[src/rtl/hit_scorer_pkg.sv]
// Shared types and point values for the hit_scorer judging pipeline.
package gv_pkg;

    typedef enum logic [1:0] {
        J_NONE    = 2'd0,
        J_GOOD    = 2'd1,
        J_PERFECT = 2'd2,
        J_MISS    = 2'd3
    } judge_t;

    typedef enum logic {
        L_IDLE = 1'b0,
        L_OPEN = 1'b1
    } lane_state_t;

    localparam int unsigned PTS_GOOD    = 32'd1;
    localparam int unsigned PTS_PERFECT = 32'd3;

    function automatic int unsigned judge_points(input judge_t j);
        int unsigned pts;
        case (j)
            J_PERFECT: pts = PTS_PERFECT;
            J_GOOD:    pts = PTS_GOOD;
            default:   pts = 32'd0;
        endcase
        return pts;
    endfunction

endpackage

[src/rtl/hit_scorer_lane.sv]
// hit_lane: one lane's IDLE/OPEN window tracker; emits a combinational judgement each cycle.
module hit_lane
    import gv_pkg::*;
#(
    parameter int WINDOW       = 8,
    parameter int PERFECT_ZONE = 2
) (
    input  logic   clk,
    input  logic   n_rst,
    input  logic   strike,
    input  logic   note_arrive,
    output judge_t judge
);

    localparam int CNT_W = (WINDOW > 2) ? $clog2(WINDOW) : 1;
    localparam logic [CNT_W-1:0] CNT_ONE  = CNT_W'(1);
    localparam logic [CNT_W-1:0] CNT_LAST = CNT_W'(WINDOW - 1);
    localparam logic [CNT_W:0]   PZ_LIMIT = (CNT_W + 1)'(PERFECT_ZONE);

    lane_state_t      state_q, state_d;
    logic [CNT_W-1:0] count_q, count_d;

    // Lane state and window-count register.
    always_ff @(posedge clk) begin
        if (!n_rst) begin
            state_q <= L_IDLE;
            count_q <= '0;
        end else begin
            state_q <= state_d;
            count_q <= count_d;
        end
    end

    // The arrival cycle itself is count 0, so an opening window registers count 1.
    always_comb begin
        state_d = state_q;
        count_d = count_q;
        judge   = J_NONE;
        case (state_q)
            L_IDLE: begin
                if (strike) begin
                    judge = note_arrive ? J_PERFECT : J_MISS;
                end else if (note_arrive) begin
                    state_d = L_OPEN;
                    count_d = CNT_ONE;
                end else begin
                    count_d = '0;
                end
            end
            L_OPEN: begin
                if (strike) begin
                    judge = ({1'b0, count_q} < PZ_LIMIT) ? J_PERFECT : J_GOOD;
                    if (note_arrive) begin
                        count_d = CNT_ONE;
                    end else begin
                        state_d = L_IDLE;
                        count_d = '0;
                    end
                end else if (note_arrive) begin
                    judge   = J_MISS;
                    count_d = CNT_ONE;
                end else if (count_q == CNT_LAST) begin
                    judge   = J_MISS;
                    state_d = L_IDLE;
                    count_d = '0;
                end else begin
                    count_d = count_q + CNT_ONE;
                end
            end
            default: begin
                state_d = L_IDLE;
                count_d = '0;
            end
        endcase
    end

endmodule

[src/rtl/hit_scorer.sv]
// hit_scorer: per-lane judging, registered judgement pulses, saturating score/combo.
// Optional macro HIT_SCORER_COMBO_BONUS_EN doubles a cycle's points at combo >= COMBO_BONUS.
module hit_scorer
    import gv_pkg::*;
#(
    parameter int LANES        = 4,
    parameter int WINDOW       = 8,
    parameter int PERFECT_ZONE = 2,
    parameter int SCORE_W      = 14,
    parameter int COMBO_W      = 7,
    parameter int COMBO_BONUS  = 10
) (
    input  logic               clk,
    input  logic               n_rst,
    input  logic [LANES-1:0]   strike,
    input  logic [LANES-1:0]   note_arrive,
    input  logic               clear,
    output logic [LANES-1:0]   hit,
    output logic [LANES-1:0]   perfect,
    output logic [LANES-1:0]   miss,
    output logic [SCORE_W-1:0] score,
    output logic [COMBO_W-1:0] combo,
    output logic [COMBO_W-1:0] max_combo
);

`ifdef HIT_SCORER_COMBO_BONUS_EN
    localparam logic BONUS_ENABLE = 1'b1;
`else
    localparam logic BONUS_ENABLE = 1'b0;
`endif

    localparam int SUM_W = $clog2(2 * PTS_PERFECT * LANES + 1);
    localparam int EXT_W = SCORE_W + SUM_W;
    localparam logic [SCORE_W-1:0] SCORE_MAX = {SCORE_W{1'b1}};
    localparam logic [COMBO_W-1:0] COMBO_MAX = {COMBO_W{1'b1}};
    localparam logic [COMBO_W:0]   BONUS_AT  = (COMBO_W + 1)'(COMBO_BONUS);

    judge_t lane_judge [LANES];

    logic [LANES-1:0]   hit_q, hit_d, perfect_q, perfect_d, miss_q, miss_d;
    logic [SCORE_W-1:0] score_q, score_d;
    logic [COMBO_W-1:0] combo_q, combo_d, max_combo_q, max_combo_d;
    logic [SUM_W-1:0]   pts_sum_s, pts_total_s;
    logic [EXT_W-1:0]   score_ext_s;
    logic [COMBO_W-1:0] combo_next_s;
    logic               bonus_active_s;

    for (genvar l = 0; l < LANES; l++) begin : g_lane
        hit_lane #(
            .WINDOW       (WINDOW),
            .PERFECT_ZONE (PERFECT_ZONE)
        ) u_lane (
            .clk         (clk),
            .n_rst       (n_rst),
            .strike      (strike[l]),
            .note_arrive (note_arrive[l]),
            .judge       (lane_judge[l])
        );
    end

    // Stage 1: decode lane judgements into pulse vectors.
    always_comb begin
        hit_d     = '0;
        perfect_d = '0;
        miss_d    = '0;
        for (int l = 0; l < LANES; l++) begin
            hit_d[l]     = (lane_judge[l] == J_GOOD) || (lane_judge[l] == J_PERFECT);
            perfect_d[l] = (lane_judge[l] == J_PERFECT);
            miss_d[l]    = (lane_judge[l] == J_MISS);
        end
    end

    // Stage 2: sum points from the registered pulses and saturate score/combo.
    always_comb begin
        pts_sum_s = '0;
        for (int l = 0; l < LANES; l++) begin
            if (perfect_q[l]) begin
                pts_sum_s = pts_sum_s + SUM_W'(PTS_PERFECT);
            end else if (hit_q[l]) begin
                pts_sum_s = pts_sum_s + SUM_W'(PTS_GOOD);
            end else begin
                pts_sum_s = pts_sum_s;
            end
        end

        // Bonus looks at the combo before this cycle's update.
        bonus_active_s = BONUS_ENABLE && ({1'b0, combo_q} >= BONUS_AT);
        if (bonus_active_s) begin
            pts_total_s = pts_sum_s << 1;
        end else begin
            pts_total_s = pts_sum_s;
        end

        score_ext_s = EXT_W'(score_q) + EXT_W'(pts_total_s);
        if (score_ext_s > EXT_W'(SCORE_MAX)) begin
            score_d = SCORE_MAX;
        end else begin
            score_d = score_ext_s[SCORE_W-1:0];
        end

        if (|miss_q) begin
            combo_next_s = '0;
        end else if (|hit_q) begin
            combo_next_s = (combo_q == COMBO_MAX) ? COMBO_MAX : combo_q + COMBO_W'(1);
        end else begin
            combo_next_s = combo_q;
        end
        combo_d = combo_next_s;

        if (combo_next_s > max_combo_q) begin
            max_combo_d = combo_next_s;
        end else begin
            max_combo_d = max_combo_q;
        end

        if (clear) begin
            score_d     = '0;
            combo_d     = '0;
            max_combo_d = '0;
        end else begin
            score_d     = score_d;
        end
    end

    // Pipeline registers: judgement pulses are not affected by clear.
    always_ff @(posedge clk) begin
        if (!n_rst) begin
            hit_q       <= '0;
            perfect_q   <= '0;
            miss_q      <= '0;
            score_q     <= '0;
            combo_q     <= '0;
            max_combo_q <= '0;
        end else begin
            hit_q       <= hit_d;
            perfect_q   <= perfect_d;
            miss_q      <= miss_d;
            score_q     <= score_d;
            combo_q     <= combo_d;
            max_combo_q <= max_combo_d;
        end
    end

    assign hit       = hit_q;
    assign perfect   = perfect_q;
    assign miss      = miss_q;
    assign score     = score_q;
    assign combo     = combo_q;
    assign max_combo = max_combo_q;

endmodule

[config.mk]
export PLATFORM = sky130hd
export DESIGN_NAME = hit_scorer
export DESIGN_NICKNAME = d
export VERILOG_FILES = /design/src/rtl/hit_scorer_pkg.sv /design/src/rtl/hit_scorer_lane.sv /design/src/rtl/hit_scorer.sv
export SDC_FILE = /design/constraint.sdc
export NUM_CORES = 1
export LEC_CHECK = 0
export CORE_AREA = 3 3 82 84
export CTS_BUF_LIST = sky130_fd_sc_hd__clkbuf_4
export DETAILED_ROUTE_END_ITERATION = 8
export DIE_AREA = 0 0 85 87
export PLACE_DENSITY = 0.87
export REMOVE_ABC_BUFFERS = 1
export SYNTH_ARGS = -nofsm -noshare
export SYNTH_HDL_FRONTEND = slang
export SYNTH_SLANG_ARGS = --single-unit
[constraint.sdc]
create_clock -name clk -period 5.81 [get_ports clk]
set_input_delay 1.743 -clock clk [delete_from_list [all_inputs] [get_ports clk]]
set_output_delay 1.743 -clock clk [all_outputs]
set_load 0.1 [all_outputs]
==> run_results.csv, run 1 <==
group,metric,value,unit
final_layout,fin_nets,450,
yosys,netlist_area,3260,um2
timing,grt_setup_unrepaired,"no",
floorplan,fp.dieArea,7400,um2
clock_tree,cts_root_buffer,"clkbuf_4",
grt,overall_track_demand_over_capacity_in_global_routing,0.179,
clock_tree,postCtsSetupBuffers,0,
routing,post-route-drc-count,0,
final_layout,final_cell_mix,"56 x dfxtp_1, 50 x clkdlybuf4s50_1, 32 x ha_1",
placed_design,io_buffer_count,50,
job,drv_cap,0,
final_layout,area_growth_syn_to_layout,18.6,%
timing,finalHoldViolations,0,
clock_tree,cts.repair.resized,0,
routing,routed_wl,6370,um
timing,finalCritPeriodShare,0.662,
routing,routed_vias,2693,
setup_path,cp.arrival,2.11,ns
routing,drt_iter0_drc,78,
placed_design,dp_hpwl,4990,um
yosys,postSynth.asyncResetShare,0,
grt,grt_pass1_wl,11000,um
yosys,yosysWarningCount,0,
timing,timing.max_slew.rel_slack,0.335,
setup_path,critical_path.top_delay_family,"buffers and inverters",
hold_path,worst_hold_class,"reg -> reg",
setup_path,sort_of_element_at_the_start_of_the_critical_path,"register",
pwr,irDropWorstVdd,0.157,mV
pwr,pwr_density_cell,248,nW/um2
timing,final.setup.worst_slack,1.96,ns
timing,finalClockSkew,0.0156,ns
setup_path,required,4.07,ns
yosys,synthDistinctLibCells,67,
timing,period_needed,3.85,ns
pwr,design_power_total,0.000960,W
yosys,ys_ff_latch,56,
timing,tightestPinTransition,0.995,ns
setup_path,worst_path_largest_cell_delay,1.21,ns
routing,antenna_violation_net_count_after_detailed_routing,0,
floorplan,die-height,87,um
grt,grt_overflow_total,0,
setup_path,crit_path_top_delay_cell,"clkdlybuf4s50_1",
final_layout,layout_commonest_cell,"dfxtp_1",
routing,firstDrtPassIters,4,
yosys,synth-edff-count,0,
clock_tree,clock_sinks,56,
outcome,run_status,"completed",
clock_tree,worst_skew_pair.late_latency,0.38,ns
placed_design,place.gp.congestion,0.813,
setup_path,worst-setup-path-type,"reg -> out",
routing,route.detailed.vias_per_inst,5.59,
final_layout,drive_gt1_frac,0.0639,
clock_tree,post_cts_hold_buffer_count,0,
clock_tree,tritoncts_clock_tree,"yes",
timing,setup_viol,0,
placed_design,pre_cts_ws,1.85,ns
yosys,postSynthCellCount,359,
grt,grt_pass1_vias,2599,
grt,grt_antenna_before_repair,0,
clock_tree,h-tree-depth,2,
clock_tree,cts-buffers-inserted,5,
timing,timing.hold.ws,0.507,ns
yosys,synthesis.area_per_instance,9.09,um2
final_layout,antenna-diode-count,0,
floorplan,floorplan.core_area,5990,um2
yosys,ys_seq_area_frac,0.343,
floorplan,floorplan.initialDensity,0.545,
floorplan,die_width,85,um
floorplan,number_of_top_level_pins,51,
timing,tns,0,ns
setup_path,critPathCaptureType,"primary output",
timing,report.final.slew_viol_count,0,
clock_tree,worst_setup_hold_path_clk_slew,0.16,ns
timing,max_freq,260,MHz
setup_path,timing.critical_path.cells,"clkdlybuf4s50_1",
floorplan,row_count,28,
setup_path,critPathMaxFanout,9,
pwr,total_leakage_power,1.52,nW
clock_tree,clk_path_buf_depth,2,
yosys,ys.flop_type,"dfxtp_1",
setup_path,setup_slack_reg_to_reg,2.33,ns
routing,wl_per_cell,13.2,um
grt,grt_start_max_net_pins,31,
setup_path,critical_path_buf_inv_count,1,
## synthesized netlist by cell type (6+ instances only)
| library cell | n | area [um2] |
|---|---|---|
| nand2b_1 | 11 | 68.8 |
| inv_1 | 24 | 90.1 |
| a21oi_1 | 15 | 75.1 |
| nand2_1 | 20 | 75.1 |
| a31oi_1 | 6 | 37.5 |
| dfxtp_1 | 56 | 1120 |
| o21ai_0 | 13 | 65.1 |
| nor2_1 | 25 | 93.8 |
| and2_1 | 19 | 119 |
| ha_1 | 32 | 400 |
| xor2_1 | 6 | 52.6 |
| nor2b_1 | 19 | 119 |
| clkbuf_1 | 6 | 22.5 |
## final cells by class
class,instances,area [um2]
fillers,503,2120
multi-input cells,269,1990
flip-flops and latches,56,1120
repair buffers,50,500
well taps,75,93.8
inverters,24,90.1
clock buffers,5,37.5
clock inverters,3,37.5
## worst min-delay path, cell delays in order (launching register included)
cell and delay, ns:
dfxtp_1 0.36, nand2_1 0.06, o22ai_1 0.06
## sequential cells by signal (all words and copies together), names as in the netlist
name and flops:
combo 7, g_lane.u_lane.count_q 12, g_lane.u_lane.state_q 4, hit 4, max_combo 7, miss 4
perfect 4, score 14
## metal layers
metal	GRT usage	routed length, um	vias up
li1	-	-	1382
met1	0.211	2800	1253
met2	0.334	3250	53
met3	0.0350	276	5
met4	0.0417	40	0
met5	0	0	-
## logic make-up after synthesis
kind of cell	synth area share
other	0.00115
AO/OA/AOI/OAI	0.201
multiplexers	0.0257
buffers and inverters	0.0464
flip-flops	0.343
AND/OR/NAND/NOR	0.223
XOR/XNOR	0.0268
adder cells (fa/ha/maj)	0.132
## final timing paths
check          startpoint           end  cells after the start
max                hit[0]        hit[0]                      1
min          max_combo[5]  max_combo[5]                      2
min reg2reg  max_combo[5]  max_combo[5]                      2
max reg2reg        hit[1]     score[13]                     12
## power breakdown
| group | total [W] | switching [W] | internal (W) |
|---|---|---|---|
| logic | 0.000328 | 0.000215 | 0.000113 |
| clock network | 0.000204 | 0.000116 | 0.0000882 |
| registers | 0.000427 | 0.0000241 | 0.000403 |
| total | 0.000960 | 0.000355 | 0.000604 |
## metrics by stage
| step | std cells | utilization | cell area [um2] |
|---|---|---|---|
| after floorplan | 349 | - | 3200 |
| after global placement | 474 | 0.634 | 3800 |
| after detailed placement | 474 | 0.634 | 3800 |
| after CTS | 482 | 0.646 | 3870 |
| after global routing | 482 | 0.646 | 3870 |
| final | 482 | 0.646 | 3870 |
Power figures use the tool's default switching activity.
==> run 2, diff against run 1 <==
==> constraint.sdc (replaced) <==
create_clock -name clk -period 3.6 [get_ports clk]
set_input_delay 1.08 -clock clk [delete_from_list [all_inputs] [get_ports clk]]
set_output_delay 1.08 -clock clk [all_outputs]
set_load 0.1 [all_outputs]
==> run_results.csv, run 2 (same netlist as run 1, synthesis figures left out) <==
group,metric,value,unit
setup_path,worst-setup-path-type,"reg -> reg",
timing,grt_setup_unrepaired,"no",
timing,finalHoldViolations,0,
clock_tree,worst_skew_pair.late_latency,0.37,ns
setup_path,rr_endpoint,"score[1]",
clock_tree,clk_path_buf_depth,2,
floorplan,die-height,87,um
final_layout,layout_commonest_cell,"dfxtp_1",
routing,drt_iter0_drc,70,
setup_path,required,3.92,ns
timing,report.final.slew_viol_count,0,
placed_design,placed_cells_incl_taps,477,
timing,finalCritPeriodShare,0.905,
clock_tree,tritoncts_clock_tree,"yes",
setup_path,cp.arrival,3.58,ns
setup_path,critical_path.reg2reg.startpoint,"hit[1]",
grt,grt_overflow_total,0,
timing,period_needed,3.26,ns
routing,antenna_violation_net_count_after_detailed_routing,0,
routing,wl_per_cell,13.7,um
pwr,design_power_total,0.00150,W
final_layout,area_growth_syn_to_layout,15.9,%
clock_tree,worst_setup_hold_path_clk_slew,0.15,ns
final_layout,largest_register_ffs,14,
setup_path,setup_slack_reg_to_reg,0.34,ns
pwr,total_leakage_power,1.61,nW
pwr,irDropWorstVdd,0.217,mV
setup_path,reg2reg_depth,12,
timing,setup_viol,0,
routing,firstDrtPassIters,4,
clock_tree,post_cts_hold_buffer_count,0,
placed_design,place.gp.congestion,0.775,
setup_path,sort_of_element_at_the_start_of_the_critical_path,"register",
grt,grt_antenna_before_repair,0,
clock_tree,cts_root_buffer,"clkbuf_4",
final_layout,final_cell_mix,"56 x dfxtp_1, 43 x buf_4, 32 x ha_1",
floorplan,floorplan.initialDensity,0.545,
final_layout,finalCoreUtilization,0.631,
final_layout,antenna-diode-count,0,
timing,timing.hold.ws,0.516,ns
timing,timing.max_slew.rel_slack,0.632,
timing,finalClockSkew,0.00544,ns
floorplan,row_count,28,
pwr,pwr_density_cell,397,nW/um2
clock_tree,postCtsSetupBuffers,0,
routing,post-route-drc-count,0,
routing,routed_vias,2729,
grt,grt_pass1_vias,2564,
final_layout,fin_nets,453,
setup_path,critPathCaptureType,"register",
floorplan,die_width,85,um
outcome,run_status,"completed",
final_layout,fin_area,3780,um2
grt,grt_start_max_net_pins,29,
routing,route.detailed.vias_per_inst,5.63,
grt,grt_pass1_wl,11100,um
hold_path,worst_hold_class,"reg -> reg",
timing,tightestPinTransition,0.551,ns
grt,overall_track_demand_over_capacity_in_global_routing,0.180,
routing,routed_wl,6630,um
setup_path,critPathMaxFanout,11,
setup_path,worst_setup_path_startpoint,"hit[1]",
floorplan,fp.dieArea,7400,um2
clock_tree,cts-buffers-inserted,5,
placed_design,io_buffer_count,50,
placed_design,place_area,3720,um2
timing,max_freq,307,MHz
job,drv_cap,0,
clock_tree,cts.repair.resized,0,
floorplan,floorplan.core_area,5990,um2
setup_path,timing_endpoint_of_the_critical_path,"score[1]",
placed_design,dp_hpwl,5160,um
final_layout,finalNonFillerCells,485,
clock_tree,clock_sinks,56,
final_layout,drive_gt1_frac,0.176,
floorplan,number_of_top_level_pins,51,
clock_tree,h-tree-depth,2,
==> run 2: cell types whose count changed in the layout (fill, tap and decap cells not counted), sizes merged <==
| cell | previous run | this run |
|---|---|---|
| clkinv | 2 | 1 |
| buf | 0 | 43 |
| clkdlybuf4s50 | 50 | 10 |
| bufinv | 1 | 0 |
| clkbuf | 5 | 7 |
==> run 2: worst max-delay path, stage by stage, from the launching register on <==
cell and delay, ns:
dfxtp_1 0.42, maj3_2 0.34, a221oi_2 0.26, o2bb2ai_2 0.13, ha_1 0.30, mux2_2 0.16, o21ai_1 0.08, fa_1 0.44
nand3b_1 0.20, a21boi_1 0.21, o21ai_1 0.17, or2_4 0.34, a21oi_1 0.15
==> run 2: area by class of cell <==
type                    count  area (um2)
flip-flops and latches     56        1120
multi-input cells         269        2000
well taps                  75        93.8
inverters                  24        90.1
fillers                   528        2210
repair buffers             53         423
clock buffers               7        52.6
clock inverters             1        3.75
==> run 2: through the flow <==
step | setup WS [ns] | setup TNS [ns]
2_1_floorplan | -0.212 | -2.46
3_3_place_gp | 0.363 | 0
3_5_place_dp | 0.261 | 0
4_1_cts | 0.207 | 0
5_1_grt | 0.0935 | 0
6_report | 0.342 | 0
==> run 2: worst min path at each step <==
stage / from / end / slack (ns) / cells after the start
2_1_floorplan: g_lane[3].u_lane.count_q[1] / g_lane[3].u_lane.count_q[1] / 0.50 / 2
3_3_place_gp: max_combo[5] / max_combo[5] / 0.47 / 2
3_5_place_dp: max_combo[4] / max_combo[4] / 0.50 / 2
4_1_cts: max_combo[5] / max_combo[5] / 0.52 / 2
5_1_grt: max_combo[0] / max_combo[0] / 0.55 / 2
6_report: max_combo[4] / max_combo[4] / 0.52 / 2
==> run 2: layer usage <==
layer,track usage,part of all wire,up-vias,wire length [um]
li1,-,-,1381,-
met1,0.205,0.43,1283,2830
met4,0.0504,0.011,0,73
met2,0.327,0.50,59,3340
met5,0,0,-,0
met3,0.0520,0.058,6,384
==> run 2: where the power goes <==
| part | total [W] | switching [W] | internal, W | leakage [nW] |
|---|---|---|---|---|
| sequential | 0.000689 | 0.0000385 | 0.000650 | 0.456 |
| clock | 0.000278 | 0.000187 | 0.0000908 | 0.0338 |
| combinational | 0.000536 | 0.000354 | 0.000182 | 1.12 |
| total | 0.00150 | 0.000579 | 0.000923 | 1.61 |
==> run 3, diff against run 2 <==
--- a/config.mk
+++ b/config.mk
@@ -11,6 +11,7 @@
 export DIE_AREA = 0 0 85 87
 export PLACE_DENSITY = 0.87
 export REMOVE_ABC_BUFFERS = 1
+export SKIP_LAST_GASP = 1
 export SYNTH_ARGS = -nofsm -noshare
 export SYNTH_HDL_FRONTEND = slang
 export SYNTH_SLANG_ARGS = --single-unit
==> results of run 3 <==
No change in the layout: final DEF, timing and power equal those of run 2.
